**src/rtl/z80_mmu_gen.sv**
```systemverilog
// z80_mmu_gen: Z80 memory/IO controller for the mintz80 board. It provides page banking,
// ROM/RAM steering, per-page write protection, a keyed config lock, the sysclk divider and a beeper.
module z80_mmu_gen #(
  parameter int          PAGE_BITS  = 3,
  parameter int          BANK_W     = 6,
  parameter int          DIV_W      = 2,
  parameter logic [7:0]  IO_BASE    = 8'hD0,
  parameter logic [7:0]  UNLOCK_KEY = 8'hA5
) (
  input  logic                 clk,
  input  logic                 reset,
  output logic                 sysclk,
  input  logic                 iorq_n,
  input  logic                 mreq_n,
  input  logic                 rd_n,
  input  logic                 wr_n,
  input  logic [7:0]           a_lo,
  input  logic [PAGE_BITS-1:0] a_hi,
  input  logic [7:0]           din,
  output logic [7:0]           dout,
  output logic                 doe,
  output logic                 romen_n,
  output logic                 ramen_n,
  output logic [BANK_W-2:0]    bank,
  output logic                 extio_n,
  output logic                 beep,
  output logic                 wp_fault
);

  localparam int NPAGES = 1 << PAGE_BITS;

  logic iorq_s1_q, iorq_s2_q, wr_s1_q, wr_s2_q, mreq_s1_q, mreq_s2_q;
  logic io_wr_prev_q, mem_wp_prev_q;
  logic io_wr_lvl, mem_wp_lvl, commit, fault_set;

  logic [BANK_W-1:0] page_q [NPAGES];
  logic [BANK_W-1:0] page_d [NPAGES];
  logic [DIV_W-1:0]  clkdiv_q, clkdiv_d;
  logic [DIV_W-1:0]  cnt_q, cnt_d;
  logic [NPAGES-1:0] wp_q, wp_d;
  logic              lock_q, lock_d;
  logic              fault_q, fault_d;
  logic              beep_q, beep_d;
  logic              sysclk_q, sysclk_d;

  logic              hit, is_ext;
  logic [3:0]        off;
  logic [7:0]        rd_val;
  logic [BANK_W-1:0] entry;
  logic              blk;

  assign off    = a_lo[3:0];
  assign hit    = (a_lo[7:4] == IO_BASE[7:4]);
  assign is_ext = (off[3:2] == 2'b01);

  // Strobes are level-synchronised; commits come from the synchronised falling edge only.
  always_ff @(posedge clk or negedge reset) begin
    if (!reset) begin
      iorq_s1_q     <= 1'b1;
      iorq_s2_q     <= 1'b1;
      wr_s1_q       <= 1'b1;
      wr_s2_q       <= 1'b1;
      mreq_s1_q     <= 1'b1;
      mreq_s2_q     <= 1'b1;
      io_wr_prev_q  <= 1'b0;
      mem_wp_prev_q <= 1'b0;
    end else begin
      iorq_s1_q     <= iorq_n;
      iorq_s2_q     <= iorq_s1_q;
      wr_s1_q       <= wr_n;
      wr_s2_q       <= wr_s1_q;
      mreq_s1_q     <= mreq_n;
      mreq_s2_q     <= mreq_s1_q;
      io_wr_prev_q  <= io_wr_lvl;
      mem_wp_prev_q <= mem_wp_lvl;
    end
  end

  assign io_wr_lvl  = ~iorq_s2_q & ~wr_s2_q;
  assign commit     = io_wr_lvl & ~io_wr_prev_q;
  assign mem_wp_lvl = ~mreq_s2_q & ~wr_s2_q & wp_q[a_hi];
  assign fault_set  = mem_wp_lvl & ~mem_wp_prev_q;

  always_comb begin
    page_d   = page_q;
    clkdiv_d = clkdiv_q;
    wp_d     = wp_q;
    lock_d   = lock_q;
    beep_d   = beep_q;
    fault_d  = fault_q;
    if (commit && hit) begin
      if (off[3]) begin
        if (!lock_q) page_d[a_lo[PAGE_BITS-1:0]] = din[BANK_W-1:0];
      end else begin
        case (off[2:0])
          3'd0: if (!lock_q) clkdiv_d = din[DIV_W-1:0];
          3'd1: beep_d = ~beep_q;
          3'd2: if (!lock_q) wp_d = din[NPAGES-1:0];
          3'd3: begin
            fault_d = 1'b0;
            lock_d  = (din != UNLOCK_KEY);
          end
          default: ;
        endcase
      end
    end
    // A violation in the same cycle as a LOCK write still leaves the flag set.
    if (fault_set) fault_d = 1'b1;
  end

  always_comb begin
    sysclk_d = sysclk_q;
    cnt_d    = cnt_q + DIV_W'(1);
    if (cnt_q == clkdiv_q) begin
      sysclk_d = ~sysclk_q;
      cnt_d    = '0;
    end
  end

  always_ff @(posedge clk or negedge reset) begin
    if (!reset) begin
      for (int unsigned i = 0; i < NPAGES; i++)
        page_q[i] <= (i == 0) ? '0 : BANK_W'(1);
      clkdiv_q <= DIV_W'(1);
      cnt_q    <= '0;
      wp_q     <= '0;
      lock_q   <= 1'b0;
      fault_q  <= 1'b0;
      beep_q   <= 1'b0;
      sysclk_q <= 1'b0;
    end else begin
      page_q   <= page_d;
      clkdiv_q <= clkdiv_d;
      cnt_q    <= cnt_d;
      wp_q     <= wp_d;
      lock_q   <= lock_d;
      fault_q  <= fault_d;
      beep_q   <= beep_d;
      sysclk_q <= sysclk_d;
    end
  end

  always_comb begin
    rd_val = '0;
    if (off[3]) begin
      rd_val[BANK_W-1:0] = page_q[a_lo[PAGE_BITS-1:0]];
    end else begin
      case (off[2:0])
        3'd0:    rd_val[DIV_W-1:0]  = clkdiv_q;
        3'd1:    rd_val[0]          = beep_q;
        3'd2:    rd_val[NPAGES-1:0] = wp_q;
        3'd3:    rd_val[1:0]        = {fault_q, lock_q};
        default: ;
      endcase
    end
  end

  assign doe     = ~iorq_n & ~rd_n & hit & ~is_ext;
  assign dout    = doe ? rd_val : '0;
  assign extio_n = ~(~iorq_n & hit & is_ext);

  assign entry   = page_q[a_hi];
  assign blk     = wp_q[a_hi] & ~wr_n & ~mreq_n;
  assign romen_n = mreq_n | entry[0] | blk;
  assign ramen_n = mreq_n | ~entry[0] | blk;
  assign bank    = entry[BANK_W-1:1];

  assign sysclk   = sysclk_q;
  assign beep     = beep_q;
  assign wp_fault = fault_q;

endmodule

```
**config.mk**
```make
export PLATFORM = sky130hd
export DESIGN_NAME = z80_mmu_gen
export DESIGN_NICKNAME = d
export VERILOG_FILES = /design/src/rtl/z80_mmu_gen.sv
export SDC_FILE = /design/constraint.sdc
export NUM_CORES = 1
export LEC_CHECK = 0
export CORE_ASPECT_RATIO = 0.7
export CORE_MARGIN = 3
export CORE_UTILIZATION = 60
export CTS_BUF_LIST = sky130_fd_sc_hd__clkbuf_16
export DETAILED_ROUTE_END_ITERATION = 7
export PLACE_DENSITY = 0.85
export SLEW_MARGIN = 20
export SYNTH_ARGS = -nofsm -noshare
export SYNTH_HDL_FRONTEND = slang
export SYNTH_SLANG_ARGS = --single-unit
export TNS_END_PERCENT = 50
```
**constraint.sdc**
```tcl
create_clock -name clk -period 3.6 [get_ports clk]
set_input_delay 0.54 -clock clk [delete_from_list [all_inputs] [get_ports clk]]
set_output_delay 0.54 -clock clk [all_outputs]
set_load 0.02 [all_outputs]
```
==> impl_metrics.csv, run 1 <==
group,metric,value,unit
finish,final_cell_area,0.00482,mm²
clocking,post-cts-setup-buffers,0,
synth,yosys.cell_types.count,46,
drt,dr.first_iter.drc_count,142,
global_route,grt_util_met3,0.0956,
placed_design,place_inst,404,
clocking,root_buffer,"clkbuf_16",
sta,slew_headroom,0.472,
clocking,cts_tree,"yes",
synth,async_reset_ff_frac,1.00,
placed_design,io_buffers,44,
clocking,numCtsBuffers,9,
synth,synthFlopType,"dfrtp_1",
finish,nFillCells,382,
drt,drtPass1Iterations,4,
power,p_switching,502,µW
synth,netlist_area,0.00398,mm²
drt,wl_per_cell,23.2,µm
drt,viasPerCell,6.51,
worst_setup_path,r2r_start,"iorq_s2_q",
synth,synth_seq_area_share,0.457,
worst_setup_path,worstSetupEndpointType,"output pin",
finish,area_growth,21.0,%
drt,antenna_left,0,
run,cap_violations,0,
drt,routed_wl,9.75,mm
power,p_comb_frac,0.129,
global_route,grt_usage,0.289,
power,internal-power,1.43,mW
sta,hold_viol,0,
sta,setup_tns,0,ns
finish,drive_above_1_share,0.462,
sta,finalSetupViolCount,0,
power,p_leak,2.13,nW
finish,nets,349,
clocking,cts_resized,0,
finish,final_cells,420,
power,p_clk_frac,0.413,
floorplanning,start_util,0.628,
clocking,clk_latency,0.34,ns
finish,diodes,0,
synth,postSynthCellCount,271,
worst_setup_path,worstPathArrival,2.88,ns
worst_setup_path,path_max_fanout,11,
floorplanning,die_h,74.1,µm
worst_setup_path,cp.required,3.06,ns
global_route,grt-ovfl-total,0,
finish,final_common_cell,"mux2_2",
clocking,clockBufferDepth,2,
min_path,hold_class,"in -> async",
floorplanning,core,0.00634,mm²
placed_design,hpwl,6.92,mm
sta,postLayoutSetupSlackWorst,0.178,ns
clocking,cts.reportedPaths.clkPinSlew,0.06,ns
global_route,antenna_found_initial,0,
synth,syn_area_per_cell,14.7,µm²
sta,grt_setup_unrepaired,"no",
sta,layout_min_cycle_time,3.42,ns
worst_setup_path,startpoint_type,"primary input",
power,power-per-cell-area,402,mW/mm²
power,sw_frac_of_total,0.260,
finish,final_util,0.760,
power,peakVddDrop,0.395,mV
global_route,gr-usage-met1,0.418,
synth,synth_warnings,0,
finish,final_cell_mix,"65 x mux2_2, 58 x dfrtp_1, 43 x clkdlybuf4s50_1",
power,pwr-share-seq,0.458,
sta,tightest_slew,0.792,ns
synth,ys_ff_latch,72,
sta,max_freq,292,MHz
floorplanning,die_w,103,µm
sta,fin_skew,0.00399,ns
global_route,grt_pass1_wl,15.6,mm
global_route,top_usage_layer,"met1",
synth,synth_nets,296,
worst_setup_path,setup.worst_path.start,"a_lo[0]",
drt,drc_errors,0,
worst_setup_path,path_class,"in -> out",
worst_setup_path,slowest_delay,0.67,ns
worst_setup_path,cp_slowest_cell,"clkdlybuf4s50_1",
global_route,met2_usage,0.418,
synth,synth_edf_count,0,
run_status,status,"finished clean",
floorplanning,io_pins,45,
clocking,clkSinkCount,72,
global_route,grt_max_degree,32,
floorplanning,dieArea,0.00766,mm²
drt,dr_total_vias,2733,
global_route,grt_pass1_vias,2749,
placed_design,dpl_worst_slack,0.201,ns
clocking,hold_buffers,0,
sta,fin_crit_sh,0.951,
placed_design,dpl_cell_area,0.00455,mm²
placed_design,gp_congestion,0.839,
floorplanning,rows,24,
sta,maxSlewViolCount,0,
worst_setup_path,cp_cell_sequence,"clkdlybuf4s50_1 -> buf_4 -> nor4b_2 -> buf_4 -> a211oi_1 -> a211oi_1 -> clkdlybuf4s50_1",
clocking,cts_max_level,3,
-- Yosys cell counts (2+ instances only) --
master	number	share of area
a211oi_1	7	0.013
and3_1	2	0.0031
buf_1	2	0.0019
buf_2	3	0.0038
buf_4	5	0.0094
clkbuf_1	7	0.0066
dfrtp_1	58	0.36
dfstp_2	14	0.092
inv_1	4	0.0038
mux2_1	3	0.0085
mux2_2	65	0.18
mux2_4	6	0.023
mux2i_1	5	0.013
mux4_2	22	0.12
nand2_1	7	0.0066
nand2b_1	3	0.0047
nor2_1	7	0.0066
nor3_1	3	0.0038
nor4_4	7	0.037
nor4bb_1	2	0.0050
o211ai_1	2	0.0038
o221ai_1	4	0.0088
or3_1	4	0.0063
or4_1	4	0.0075
xor2_1	4	0.0088
-- path summary, 6_finish.rpt --
kind                            cells after the start  slack, ns         end
min in group clk                                    0       0.36   iorq_s2_q
worst max-delay path                                7       0.18     dout[3]
worst min-delay path                                1       0.09  page_q[34]
max in group asynchronous                           2       2.77   page_q[0]
worst min register to register                      0       0.36   iorq_s2_q
worst max register to register                      3       1.14  page_q[38]
-- flip-flops by register name, indices dropped and copies added (netlist names), 2 cells and up --
| signal | flops |
|---|---|
| cnt_q | 2 |
| wp_q | 8 |
| page_q | 48 |
| clkdiv_q | 2 |
-- worst max-delay path, delay by kind of cell --
family | cells | cell delay, ns
AND/OR/NAND/NOR | 1 | 0.21
buffers and inverters | 4 | 1.71
AO/OA/AOI/OAI | 2 | 0.42
-- through the flow --
stage / power (mW) / hold slack, ns
6_report: 1.93 / 0.0857
5_1_grt: 2.01 / 0.108
4_1_cts: 1.95 / 0.0903
3_5_place_dp: 1.15 / 0.347
3_3_place_gp: 1.14 / 0.346
2_1_floorplan: 1.03 / 0.244
-- cell type report --
type,count,area (µm²),share of cell area
clock buffers,9,225,0.0468
clock inverters,7,40.0,0.00831
inverters,5,18.8,0.00390
multi-input cells,176,2040,0.424
flip-flops and latches,72,1820,0.378
well taps,91,114,0.0236
repair buffers,60,556,0.115
-- kinds of logic after synthesis --
| group | share of synthesized area |
|---|---|
| mux | 0.352 |
| buf+inv | 0.0292 |
| flops | 0.457 |
| xor+xnor | 0.00880 |
| simple gates | 0.115 |
| compound gates | 0.0371 |
-- power by group through the flow --
stage	clock [mW]	sequential (mW)	combinational [mW]
final	0.800	0.885	0.249
after CTS	0.813	0.885	0.251
after detailed placement	0	0.898	0.249
after global routing	0.847	0.891	0.271
after floorplan	0	0.898	0.136
after global placement	0	0.895	0.242
-- routing by layer --
metal,part of all wire,wire length [µm]
met1,0.42,4080
met3,0.096,933
met4,0.011,109
met5,0,0
met2,0.47,4630
Note: power is estimated with default switching activity, not from simulation.
==> run 2, diff against run 1 <==
Settings changed: CORE_ASPECT_RATIO 0.7 to unset, CORE_UTILIZATION 60 to 55, PLACE_DENSITY 0.85 to 0.79.
==> run 2 against run 1 <==
Cell area rose by 1.9%. Count of clock-buffer cells in the layout did not move. Register-to-register slack improved by 0.03 ns. Fmax rose by 2.7%. Global-route usage fell by 3.4 points. Via count fell by 3.7%. Critical endpoint unchanged.
==> impl_metrics.csv, run 2 (synthesized netlist as in run 1, its figures left out) <==
group,metric,value,unit
drt,dr.first_iter.drc_count,172,
sta,max_freq,300,MHz
drt,viasPerCell,6.21,
finish,final_cell_mix,"65 x mux2_2, 58 x dfrtp_1, 43 x clkdlybuf4s50_1",
worst_setup_path,path_max_fanout,8,
sta,slew_headroom,0.463,
placed_design,gp_congestion,0.803,
drt,dr_total_vias,2633,
clocking,root_buffer,"clkbuf_16",
finish,reg.largest.list,"page_q: 48 flops, wp_q: 8 flops",
worst_setup_path,path_delay_family,"buffers and inverters",
drt,antenna_left,0,
drt,wl_per_cell,23.6,µm
floorplanning,die_h,91.1,µm
power,p_leak,2.17,nW
drt,drc_errors,0,
drt,routed_wl,9.99,mm
clocking,cts.reportedPaths.clkPinSlew,0.06,ns
worst_setup_path,setup.worst_path.start,"a_lo[1]",
worst_setup_path,startpoint_type,"primary input",
power,peakVddDrop,0.413,mV
sta,grt_setup_unrepaired,"no",
sta,fin_hold_ws,0.286,ns
worst_setup_path,path_class,"in -> out",
placed_design,hpwl,6.78,mm
global_route,grt_max_degree,35,
global_route,grt_pass1_vias,2841,
sta,layout_min_cycle_time,3.33,ns
worst_setup_path,slowest_delay,0.67,ns
worst_setup_path,cp_slowest_cell,"clkdlybuf4s50_1",
clocking,numCtsBuffers,9,
global_route,antenna_found_initial,0,
sta,hold_viol,0,
finish,nets,348,
floorplanning,rows,30,
global_route,grt_pass1_wl,15.9,mm
finish,largest-register,"page_q",
power,power-per-cell-area,439,mW/mm²
worst_setup_path,worst-path-buf-inv,3,
clocking,clockBufferDepth,2,
drt,drtPass1Iterations,4,
finish,final_common_cell,"mux2_2",
global_route,grt-ovfl-total,0,
worst_setup_path,cp_cell_sequence,"clkdlybuf4s50_1 -> buf_4 -> nand2_1 -> o221ai_1 -> a211oi_1 -> clkdlybuf4s50_1",
worst_setup_path,path_common_cell,"clkdlybuf4s50_1",
floorplanning,io_pins,45,
sta,finalSetupViolCount,0,
placed_design,io_buffers,44,
worst_setup_path,r2r_start,"iorq_s2_q",
worst_setup_path,worstSetupEndpointType,"output pin",
sta,tightest_slew,0.806,ns
run_status,status,"finished clean",
finish,largest_register_ffs,48,
sta,maxSlewViolCount,0,
sta,fin_skew,0.00363,ns
placed_design,dpl_cell_area,0.00456,mm²
global_route,grt_usage,0.255,
finish,area_growth,23.3,%
floorplanning,start_util,0.576,
clocking,hold_buffers,0,
finish,diodes,0,
clocking,clk_latency,0.33,ns
sta,fin_crit_sh,0.926,
clocking,cts_resized,0,
floorplanning,dieArea,0.00829,mm²
finish,drive_above_1_share,0.470,
finish,final_cell_area,0.00491,mm²
clocking,clkSinkCount,72,
worst_setup_path,worstPathArrival,2.79,ns
clocking,cts_max_level,3,
worst_setup_path,cp.required,3.06,ns
floorplanning,die_w,91.1,µm
min_path,hold_class,"in -> async",
clocking,cts_tree,"yes",
run,cap_violations,0,
sta,setup_tns,0,ns
clocking,post-cts-setup-buffers,0,
floorplanning,core,0.00691,mm²
## run 2: cell count changes in the layout (fill, tap and decap cells not counted), sizes merged
cell    before  now
buf         17   16
bufinv       0    3
clkinv       4    1
## run 2: through the flow
step	std cells	util	power [mW]	setup slack, ns
3_3_place_gp	408	0.661	1.14	0.303
2_1_floorplan	271	-	1.03	1.08
6_report	424	0.710	2.15	0.268
5_1_grt	424	0.710	2.23	0.133
4_1_cts	424	0.710	2.17	0.278
3_5_place_dp	408	0.661	1.15	0.288
## run 2: worst paths after layout
path                               to  slack (ns)  cells after the start
max in group asynchronous   page_q[0]        2.45                      2
max                           dout[3]        0.27                      6
min reg2reg                 mreq_s2_q        0.36                      0
min in group clk            mreq_s2_q        0.36                      0
max reg2reg                page_q[39]        1.17                      3
min                        page_q[29]        0.29                      1
## run 2: cell type report
class,instances,area (µm²)
fillers,478,2000
clock buffers,9,225
flip-flops and latches,72,1820
clock inverters,7,119
repair buffers,59,561
inverters,5,18.8
well taps,96,120
multi-input cells,176,2040
## run 2: worst register-to-register path, stage by stage, from the launching register on
cell and delay (ns):
dfstp_2 0.37, or3_1 0.69, or4_1 0.86, mux2_4 0.39
## run 2: metal layers
layer  vias to the layer above  part of all wire  track usage
li1                       1155                 -            -
met1                      1359              0.41        0.331
met2                        93              0.50        0.411
met3                        26             0.052       0.0679
met4                         0             0.037       0.0980
met5                         -                 0            0
## run 2: report_power, final
group | switching (mW) | internal, mW
combinational | 0.129 | 0.122
sequential | 0.0317 | 0.853
clock | 0.341 | 0.677
total | 0.501 | 1.65
==> run 3, diff against run 2 <==
Settings changed: CTS_BUF_LIST sky130_fd_sc_hd__clkbuf_16 to sky130_fd_sc_hd__clkbuf_4.
==> run 3 against run 2 <==
Combinational power about the same. Non-clock buffer count stayed put. Worst setup slack got worse by 0.025 ns. Largest cell class unchanged. Clock skew is 0.0054 ns higher. Critical path depth is the same. Count of clock-buffer cells in the layout unchanged. Cell count unchanged. Cell area is 3.2% lower. Sequential share of layout area up 1.2 points. Via count fell by 1.1%. Hold slack lost 0.11 ns.
==> impl_metrics.csv, run 3 (synthesized netlist as in run 1, its figures left out) <==
group,metric,value,unit
drt,dr.first_iter.drc_count,174,
power,p_switching,456,µW
floorplanning,core,0.00691,mm²
drt,drc_errors,0,
floorplanning,die_w,91.1,µm
clocking,cts_tree,"yes",
floorplanning,die_h,91.1,µm
clocking,clk_latency,0.42,ns
global_route,grt-ovfl-total,0,
min_path,hold_class,"in -> async",
finish,final_cell_area,0.00475,mm²
worst_setup_path,path_class,"in -> out",
placed_design,gp_congestion,0.803,
floorplanning,dieArea,0.00829,mm²
sta,hold_viol,0,
clocking,clkSinkCount,72,
power,p_clk_frac,0.365,
placed_design,dpl_cell_area,0.00456,mm²
finish,largest_register_ffs,48,
global_route,grt_pass1_wl,15.4,mm
run,cap_violations,0,
sta,fin_skew,0.00899,ns
sta,slew_headroom,0.468,
drt,dr_total_vias,2603,
drt,wl_per_cell,22.3,µm
finish,final_cells,424,
sta,fin_hold_ws,0.173,ns
clocking,post-cts-setup-buffers,0,
sta,fin_crit_sh,0.932,
power,pwr-share-seq,0.495,
floorplanning,io_pins,45,
global_route,grt_pass1_vias,2822,
sta,finalSetupViolCount,0,
power,p_comb_frac,0.140,
sta,grt_setup_unrepaired,"no",
finish,final_util,0.688,
clocking,hold_buffers,0,
worst_setup_path,cp.required,3.06,ns
sta,postLayoutSetupSlackWorst,0.243,ns
sta,tightest_slew,0.798,ns
clocking,root_buffer,"clkbuf_4",
finish,final_common_cell,"mux2_2",
drt,viasPerCell,6.14,
drt,routed_wl,9.45,mm
finish,largest-register,"page_q",
sta,layout_min_cycle_time,3.36,ns
power,internal-power,1.33,mW
worst_setup_path,worstPathArrival,2.82,ns
run_status,status,"finished clean",
worst_setup_path,startpoint_type,"primary input",
power,p_leak,2.10,nW
global_route,antenna_found_initial,0,
finish,final_cell_mix,"65 x mux2_2, 58 x dfrtp_1, 43 x clkdlybuf4s50_1",
worst_setup_path,path_max_fanout,8,
sta,maxSlewViolCount,0,
global_route,grt_usage,0.244,
finish,drive_above_1_share,0.470,
placed_design,place_inst,408,
sta,max_freq,298,MHz
worst_setup_path,r2r_start,"iorq_s2_q",
power,design_power_total,1.78,mW
drt,drtPass1Iterations,4,
finish,reg.largest.list,"page_q: 48 flops, wp_q: 8 flops",
power,peakVddDrop,0.339,mV
floorplanning,rows,30,
clocking,numCtsBuffers,9,
placed_design,io_buffers,44,
sta,setup_tns,0,ns
placed_design,hpwl,6.78,mm
finish,diodes,0,
power,power-per-cell-area,375,mW/mm²
global_route,grt_max_degree,35,
clocking,clockBufferDepth,2,
finish,area_growth,19.3,%
clocking,cts_max_level,3,
worst_setup_path,worstSetupEndpointType,"output pin",
clocking,cts.reportedPaths.clkPinSlew,0.12,ns
clocking,cts_resized,0,
power,sw_frac_of_total,0.256,
floorplanning,start_util,0.576,
worst_setup_path,setup.worst_path.start,"a_lo[1]",
placed_design,dpl_worst_slack,0.288,ns
finish,nets,348,
drt,antenna_left,0,
## run 3: changes by cell type in the layout (fill, tap and decap cells not counted)
cell	previous run	this run
clkbuf_4	0	9
clkbuf_16	9	0
## run 3: final cells by class
type / instances / area (µm²)
Timing Repair Buffer: 59 / 561
Clock buffer: 9 / 67.6
Sequential cell: 72 / 1820
Multi-Input combinational cell: 176 / 2040
Clock inverter: 7 / 119
Inverter: 5 / 18.8
Fill cell: 505 / 2160
Tap cell: 96 / 120
## run 3: worst paths after layout
| kind | slack (ns) | endpoint | cells after the start |
|---|---|---|---|
| setup / recovery | 0.24 | dout[4] | 6 |
| setup reg to reg | 1.17 | page_q[39] | 3 |
| hold / removal | 0.17 | beep | 1 |
| min in group clk | 0.37 | iorq_s2_q | 0 |
| hold reg to reg | 0.37 | iorq_s2_q | 0 |
| max in group asynchronous | 2.56 | mreq_s1_q | 2 |
## run 3: power groups by stage
stage	logic, mW	registers (mW)	clock network, mW
4_1_cts	0.252	0.883	0.663
3_5_place_dp	0.251	0.898	0
2_1_floorplan	0.136	0.898	0
3_3_place_gp	0.242	0.895	0
6_report	0.249	0.883	0.650
5_1_grt	0.271	0.887	0.697
## run 3: critical path, stage by stage
cell             delay (ns)
clkdlybuf4s50_1        0.59
buf_4                  0.27
nand2b_1               0.27
o221ai_1               0.18
a211oi_1               0.30
clkdlybuf4s50_1        0.67
## run 3: metal layers
layer | vias to the layer above | share of wire | GRT usage
met2 | 91 | 0.51 | 0.402
met4 | 0 | 0.025 | 0.0980
met3 | 18 | 0.059 | 0.0621
li1 | 1156 | - | -
met1 | 1338 | 0.41 | 0.308
met5 | - | 0 | 0
